`config.mk`:
```
export PLATFORM = sky130hd
export DESIGN_NAME = tilemap_read_arbiter
export DESIGN_NICKNAME = d
export VERILOG_FILES = /design/src/rtl/tilemap_read_arbiter.sv
export SDC_FILE = /design/constraint.sdc
export NUM_CORES = 1
export LEC_CHECK = 0
export CORE_AREA = 2 2 84 46
export DETAILED_ROUTE_END_ITERATION = 16
export DIE_AREA = 0 0 86 48
export GPL_TIMING_DRIVEN = 0
export PLACE_DENSITY = 0.74
export SLEW_MARGIN = 5
export SYNTH_ARGS = -nofsm -noshare
export SYNTH_HDL_FRONTEND = slang
export SYNTH_SLANG_ARGS = --single-unit
```
`constraint.sdc`:
```
create_clock -name clock -period 1.8 [get_ports clock]
set_clock_uncertainty 0.05 [all_clocks]
set_input_delay 0.27 -clock clock [delete_from_list [all_inputs] [get_ports clock]]
set_output_delay 0.27 -clock clock [all_outputs]
set_load 0.02 [all_outputs]
```
`src/rtl/tilemap_read_arbiter.sv`:
```
// tilemap_read_arbiter: shares the tilemap read port among the
// background renderer and the two collision detectors.
module tilemap_read_arbiter #(
  parameter int ADDR_WIDTH    = 15,
  parameter int DATA_WIDTH    = 4,
  parameter int MEM_LATENCY   = 1,
  parameter int PRIORITY_MODE = 0
) (
  input  logic                  clock,
  input  logic                  resetn,
  input  logic                  req0,
  input  logic                  req1,
  input  logic                  req2,
  input  logic [ADDR_WIDTH-1:0] addr0,
  input  logic [ADDR_WIDTH-1:0] addr1,
  input  logic [ADDR_WIDTH-1:0] addr2,
  output logic                  ack0,
  output logic                  ack1,
  output logic                  ack2,
  output logic [DATA_WIDTH-1:0] rdata,
  output logic [ADDR_WIDTH-1:0] mem_address,
  output logic                  mem_rden,
  input  logic [DATA_WIDTH-1:0] mem_data,
  output logic                  busy,
  output logic [1:0]            grant
);

  typedef enum logic [1:0] {
    IDLE  = 2'd0,
    ISSUE = 2'd1,
    WAIT  = 2'd2
  } state_t;

  localparam logic [1:0] LAT_M1 = 2'(MEM_LATENCY - 1);

  state_t     state;
  state_t     state_nxt;
  logic [2:0] req_v;
  logic [2:0] ack_q;
  logic [2:0] elig;
  logic [1:0] rr_ptr;
  logic [1:0] wait_cnt;
  logic [1:0] c1;
  logic [1:0] c2;
  logic [1:0] win;
  logic       found;

  function automatic logic [1:0] inc3(input logic [1:0] p);
    return (p == 2'd2) ? 2'd0 : p + 2'd1;
  endfunction

  assign req_v = {req2, req1, req0};
  // a port acked this cycle must not win again on a stale req
  assign elig  = req_v & ~ack_q;
  assign c1    = inc3(rr_ptr);
  assign c2    = inc3(c1);
  assign {ack2, ack1, ack0} = ack_q;

  always_comb begin
    found = 1'b0;
    win   = 2'd0;
    if (PRIORITY_MODE == 1) begin
      if (elig[0]) begin
        found = 1'b1;
        win   = 2'd0;
      end else if (rr_ptr == 2'd1) begin
        if (elig[2]) begin
          found = 1'b1;
          win   = 2'd2;
        end else if (elig[1]) begin
          found = 1'b1;
          win   = 2'd1;
        end
      end else begin
        if (elig[1]) begin
          found = 1'b1;
          win   = 2'd1;
        end else if (elig[2]) begin
          found = 1'b1;
          win   = 2'd2;
        end
      end
    end else begin
      if (elig[c1]) begin
        found = 1'b1;
        win   = c1;
      end else if (elig[c2]) begin
        found = 1'b1;
        win   = c2;
      end else if (elig[rr_ptr]) begin
        found = 1'b1;
        win   = rr_ptr;
      end
    end
  end

  always_ff @(posedge clock or negedge resetn) begin
    if (!resetn) state <= IDLE;
    else         state <= state_nxt;
  end

  always_comb begin
    state_nxt = state;
    unique case (state)
      IDLE:    if (found) state_nxt = ISSUE;
      ISSUE:   state_nxt = WAIT;
      WAIT:    if (wait_cnt == 2'd0) state_nxt = IDLE;
      default: state_nxt = IDLE;
    endcase
  end

  always_comb begin
    mem_rden    = (state == ISSUE);
    busy        = (state != IDLE);
    mem_address = '0;
    if (state != IDLE) begin
      unique case (grant)
        2'd0:    mem_address = addr0;
        2'd1:    mem_address = addr1;
        default: mem_address = addr2;
      endcase
    end
  end

  always_ff @(posedge clock or negedge resetn) begin
    if (!resetn) begin
      ack_q    <= '0;
      rdata    <= '0;
      grant    <= 2'd0;
      rr_ptr   <= 2'd2;
      wait_cnt <= 2'd0;
    end else begin
      ack_q <= '0;
      unique case (state)
        IDLE:  if (found) grant <= win;
        ISSUE: wait_cnt <= LAT_M1;
        WAIT: begin
          if (wait_cnt == 2'd0) begin
            rdata        <= mem_data;
            ack_q[grant] <= 1'b1;
            if (PRIORITY_MODE == 0 || grant != 2'd0) rr_ptr <= grant;
          end else begin
            wait_cnt <= wait_cnt - 2'd1;
          end
        end
        default: ;
      endcase
    end
  end

endmodule
```
# Yosys cells after proc, flatten, opt, wreduce, memory -nomap -nowiden
# Cells that the tools add are included.
word_totals:
  rom_bits: 0
  output_inout_bits: 26
  elab_cells: 59
  reg_bits: 15
  latch_bits: 0
  mem_count: 0
  ramBits: 0
  in_bits: 54
op_classes:
  n_bitwise: 2
  muxes: 25
  shift: 0
  addsub: 3
  n_lt_le_gt_ge: 5
  div: 0
  multipliers: 0
  reduce_logical: 10
  n_eq_ne: 8
ops:
  columns: ["op", "n"]
  rows:
  - ["15-bit case mux with 2 select lines", 1]
  - ["2-bit two-way mux", 8]
  - ["15-bit two-way mux", 1]
  - ["2-bit by 3-bit < comparator with 1-bit output (second input constant)", 4]
  - ["2-bit AND reduction", 4]
  - ["1-bit two-way mux", 7]
  - ["1-bit binary-select mux with 2-bit select", 3]
  - ["2-bit equality test (second input constant)", 3]
  - ["2-bit logical NOT", 3]
  - ["3-bit two-way mux", 2]
  - ["2-bit != test (second input constant)", 3]
  - ["2-bit case mux with 3 select lines", 1]
  - ["2-bit by 1-bit adder with 2-bit output (second input constant)", 2]
  - ["2-bit by 1-bit equality test with 1-bit output (second input constant)", 2]
  - ["2-bit case mux with 2 select lines", 1]
  - ["2-bit nonzero test", 2]
  - ["3-bit bitwise AND", 1]
  - ["3-bit NOT", 1]
  - ["1-bit demux with 2-bit select", 1]
  - ["2-bit by 1-bit >= comparator with 1-bit output (second input constant)", 1]
  - ["2-bit by 1-bit subtractor with 2-bit output (second input constant)", 1]
  - ["1-bit logical AND", 1]

# Depth between registers and ports, before layout
depth:
  word_depth: 10
  depth_mapped: 6
  ltp_nobuf: 6

# Worst setup path before layout
# No wires, ideal clock.
synth_path:
  path_type: "reg2out"
  from: "register grant[0]"
  to: "output mem_address[3]"
  path_slack_ns: 0.164
  t_arrival_ns: 1.316
  stages_incl_launch_ff: 7
  required_ns: 1.480
  n_path_buf: 2
  cell_sequence: "dfrtp_1 -> buf_4 -> buf_6 -> mux2i_1 -> nor2_1 -> a21oi_1 -> nor2_1"
synth_between:
  elab_chain_cells: 3
  word_cells_on_any_way: 4
  classes_between: "eq/ne: 1; mux: 2; reduce/logical: 1"
synth_rtl:
  columns: ["item", "line_no", "source"]
  rows:
  - ["start, declared", "25", "output logic [1:0] grant"]
  - ["start signal, assigned", "135", "IDLE: if (found) grant <= win;"]
  - ["2-bit by 1-bit equality test with 1-bit output / 2-bit logical NOT (equally long branches)", "117", "unique case (grant)"]
  - ["15-bit case mux with 2 select lines (*)", "117", null]
  - ["15-bit two-way mux (*)", "116", "if (state != IDLE) begin"]
  - ["end, declared", "21", "output logic [ADDR_WIDTH-1:0] mem_address,"]
# Mark *: on every way between the ends. The rest lies on a longest branch, timed or not.

# Worst setup path after layout
layout_path:
  from: "register grant[0]"
  to: "output mem_address[14]"
# The elaborated chain is that of the path after synthesis.

==> summary.md <==
| Metric | Value |
|---|---|
| DR iter-0 viols | `35` |
| Drt pass-1 iters | `4` |
| Layout Cells excl Fill | `255` |
| Reg-to-reg endpoint | `rdata[0]` |
| Detailed Place HPWL | `2800 um` |
| Final critical-path setup slack | `0.00298 ns` |
| Startpoint Class | `flop` |
| MaxCap Viol Count | `0` |
| DP Cell Count | `247` |
| Total number of yosys warnings | `0` |
| Post-synth top area share | `0.321` |
| Dominant synthesized flop cell | `dfrtp_1` |
| Pre-CTS setup slack | `-0.301 ns` |
| Total grt overflow | `0` |
| Final setup fails | `0` |
| Reg2reg start | `wait_cnt[0]` |
| Clock transition at the registers of the reported paths | `0.06 ns` |
| Status | `completed` |
| Seq/Total Area, Yosys | `0.345` |
| Avg Inst Size Synth | `8.67 um2` |
| Crit path arrival time | `1.48 ns` |
| Synthesized netlist cell count | `126` |
| Vias in the first global route | `1209` |
| Leakage | `0.892 nW` |
| Peak VDD IR | `0.768 mV` |
| RSZ-0062 raised after global routing | `yes` |
| Routed via count | `1224` |
| Num CTS Buffers | `3` |
| Endpoint type of the worst setup path | `output pin` |
| # IOs | `80` |
| Max FO, Critical Path | `6` |
| Asr flop ratio synth | `1.00` |
| Reg2reg path depth | `4` |
| # rows | `15` |
| Clock Path Buffers | `2` |
| FMAX | `556 MHz` |
| Core Region | `3320 um2` |
| Final ANT Viol Nets | `0` |
| FF+latch count, synth | `15` |
| TritonCTS clock tree | `built` |
| Crit path kind | `flop to output pin` |
| Clock insertion delay at the later pin of the skew report | `0.25 ns` |
| Share of layout cells above drive strength 1 | `0.216` |
| Drt total wl | `3510 um` |
| First-pass GRT wire length | `5360 um` |
| Die H | `48 um` |
| Worst slew margin | `0.537` |
| N_diodes | `0` |
| Slew @ Worst Pin | `0.692 ns` |
| Min-Delay Path Class | `primary input to asynchronous set/reset pin` |
| Power per cell area | `1510 nW/um2` |
| Fin. Hold Viols | `0` |
| Final setup TNS | `0 ns` |
| Leading area contributor after synthesis | `dfrtp_1` |
| Min Tclk post-route | `1.80 ns` |
| Period utilisation layout | `0.998` |
| Routed len/inst | `13.8 um` |
| Worst path required time | `1.48 ns` |
| Initial Util | `0.329` |
| CTS HTree Levels | `1` |
| Synth unique cells | `26` |
| Number of nets in the layout | `269` |
| Vias/cell | `4.80` |
| Die ar. | `4130 um2` |
| Number of antenna violations at the first check in global routing | `0` |
| Fillers | `285` |
| DRC viols | `0` |
| Tot GR Track Use | `0.173` |
| Buffers on Ports | `79` |
| Cell with the most instances after synthesis | `nor2_1` |
| GP Congestion | `0.790` |
| Syn Nets | `181` |
| Post-synth EDFFs | `0` |
| Num Clock Sinks | `15` |
| Slew Limit Fails | `0` |
| Synth cell count leaders | `34 x nor2_1, 17 x a21oi_1, 17 x mux2i_1, 14 x dfrtp_1` |
| Chip Width | `86 um` |
| Worst Setup SP | `grant[0]` |
| Root Driver | `clkbuf_8` |
| Cell Area, Synth | `1090 um2` |
| Top post-synthesis cells by area | `dfrtp_1 32%, mux2i_1 16%, nor2_1 12%` |
| Power, Total | `3.01 mW` |
| Largest net degree at the start of global routing | `16` |
| Reg2Reg Setup Slack | `0.37 ns` |
| P&R area growth vs syn | `82.6%` |
==> repair_timing <==
action	4_1_cts	5_1_grt
setup buffers	4	0
endpoints found under the setup margin	17	14
hold endpoints to repair	0	0
hold buffers	0	0
resized for setup	70	7
gates cloned	0	1
pin swaps	0	1
==> critical path: stages, from the launching register on <==
cell,delay (ns)
dfrtp_1,0.36
buf_6,0.15
buf_4,0.14
mux2i_1,0.18
nor2_1,0.05
a21oi_1,0.13
nor2_1,0.06
buf_2,0.16
==> cells by family (layout without fill, tap and decap cells) <==
family          Yosys count  count (layout)  synth area share
simple gates             51              51             0.227
compound gates           24              24             0.131
mux                      23              23             0.221
flops                    15              15             0.345
buf+inv                  12              99            0.0653
fa+ha+maj                 1               1            0.0115
==> sequential cells by signal, summed over array words and instances (netlist names) <==
register  count
rr_ptr        2
wait_cnt      2
rdata         4
ack_q         3
grant         2
state         2
==> worst max-delay path by stage <==
stage | to | slack (ns)
floorplan | mem_address[3] | 0.16
global placement | mem_address[9] | -0.26
detailed placement | mem_address[8] | -0.30
CTS | mem_address[8] | 0.01
global route | mem_address[7] | -0.1
finish | mem_address[14] | 0.003
==> cell type report <==
type / count / area [um2] / share of cell area
sequential: 15 / 379 / 0.190
inverter: 4 / 17.5 / 0.00878
timing repair buffer: 84 / 776 / 0.389
clock buffer: 3 / 41.3 / 0.0207
tap: 42 / 52.6 / 0.0263
clock inverter: 1 / 5.00 / 0.00251
multi-input combinational: 99 / 651 / 0.326
buffer: 7 / 72.6 / 0.0364
==> stage by stage <==
step / cell area (um2) / hold WS [ns] / utilization
finish: 1990 / 0.387 / 0.600
detailed placement: 1940 / 0.453 / 0.583
global route: 1990 / 0.441 / 0.600
global placement: 1940 / 0.440 / 0.583
floorplan: 1090 / -0.0756 / -
CTS: 1950 / 0.412 / 0.588
==> cells in the final DEF (no fill, tap or decap) <==
cell	n
nand3b_4	1
a21oi_1	16
nand2b_1	4
o21ai_1	1
o32ai_1	1
mux2_2	5
clkbuf_4	1
buf_2	12
nor2_2	1
a21o_1	1
inv_4	1
ha_1	1
inv_1	3
nor3b_1	1
a21oi_2	1
nand2_1	5
buf_6	2
a31oi_4	1
nor3_1	2
dfrtp_2	2
buf_12	1
dfstp_2	1
nor2b_1	3
dfrtp_1	12
o21ai_0	3
mux2i_1	17
clkbuf_8	3
clkbuf_16	1
buf_4	10
mux2_4	1
dlygate4sd2_1	2
nor2_8	1
clkdlybuf4s50_1	62
nor2_1	33
clkinv_2	1
==> power by group <==
part	switching (mW)	internal (mW)	total, mW
clock network	0.121	0.153	0.274
registers	0.120	0.470	0.591
logic	1.12	1.02	2.15
total	1.36	1.65	3.01
==> routing by layer <==
| metal | up-vias | share of wire | global-route usage |
|---|---|---|---|
| met2 | 57 | 0.48 | 0.326 |
| met4 | 0 | 0.0088 | 0.0254 |
| met5 | - | 0 | 0 |
| met1 | 565 | 0.42 | 0.197 |
| li1 | 598 | - | - |
| met3 | 4 | 0.094 | 0.0707 |
No activity file was read; power rests on OpenSTA's default activity.
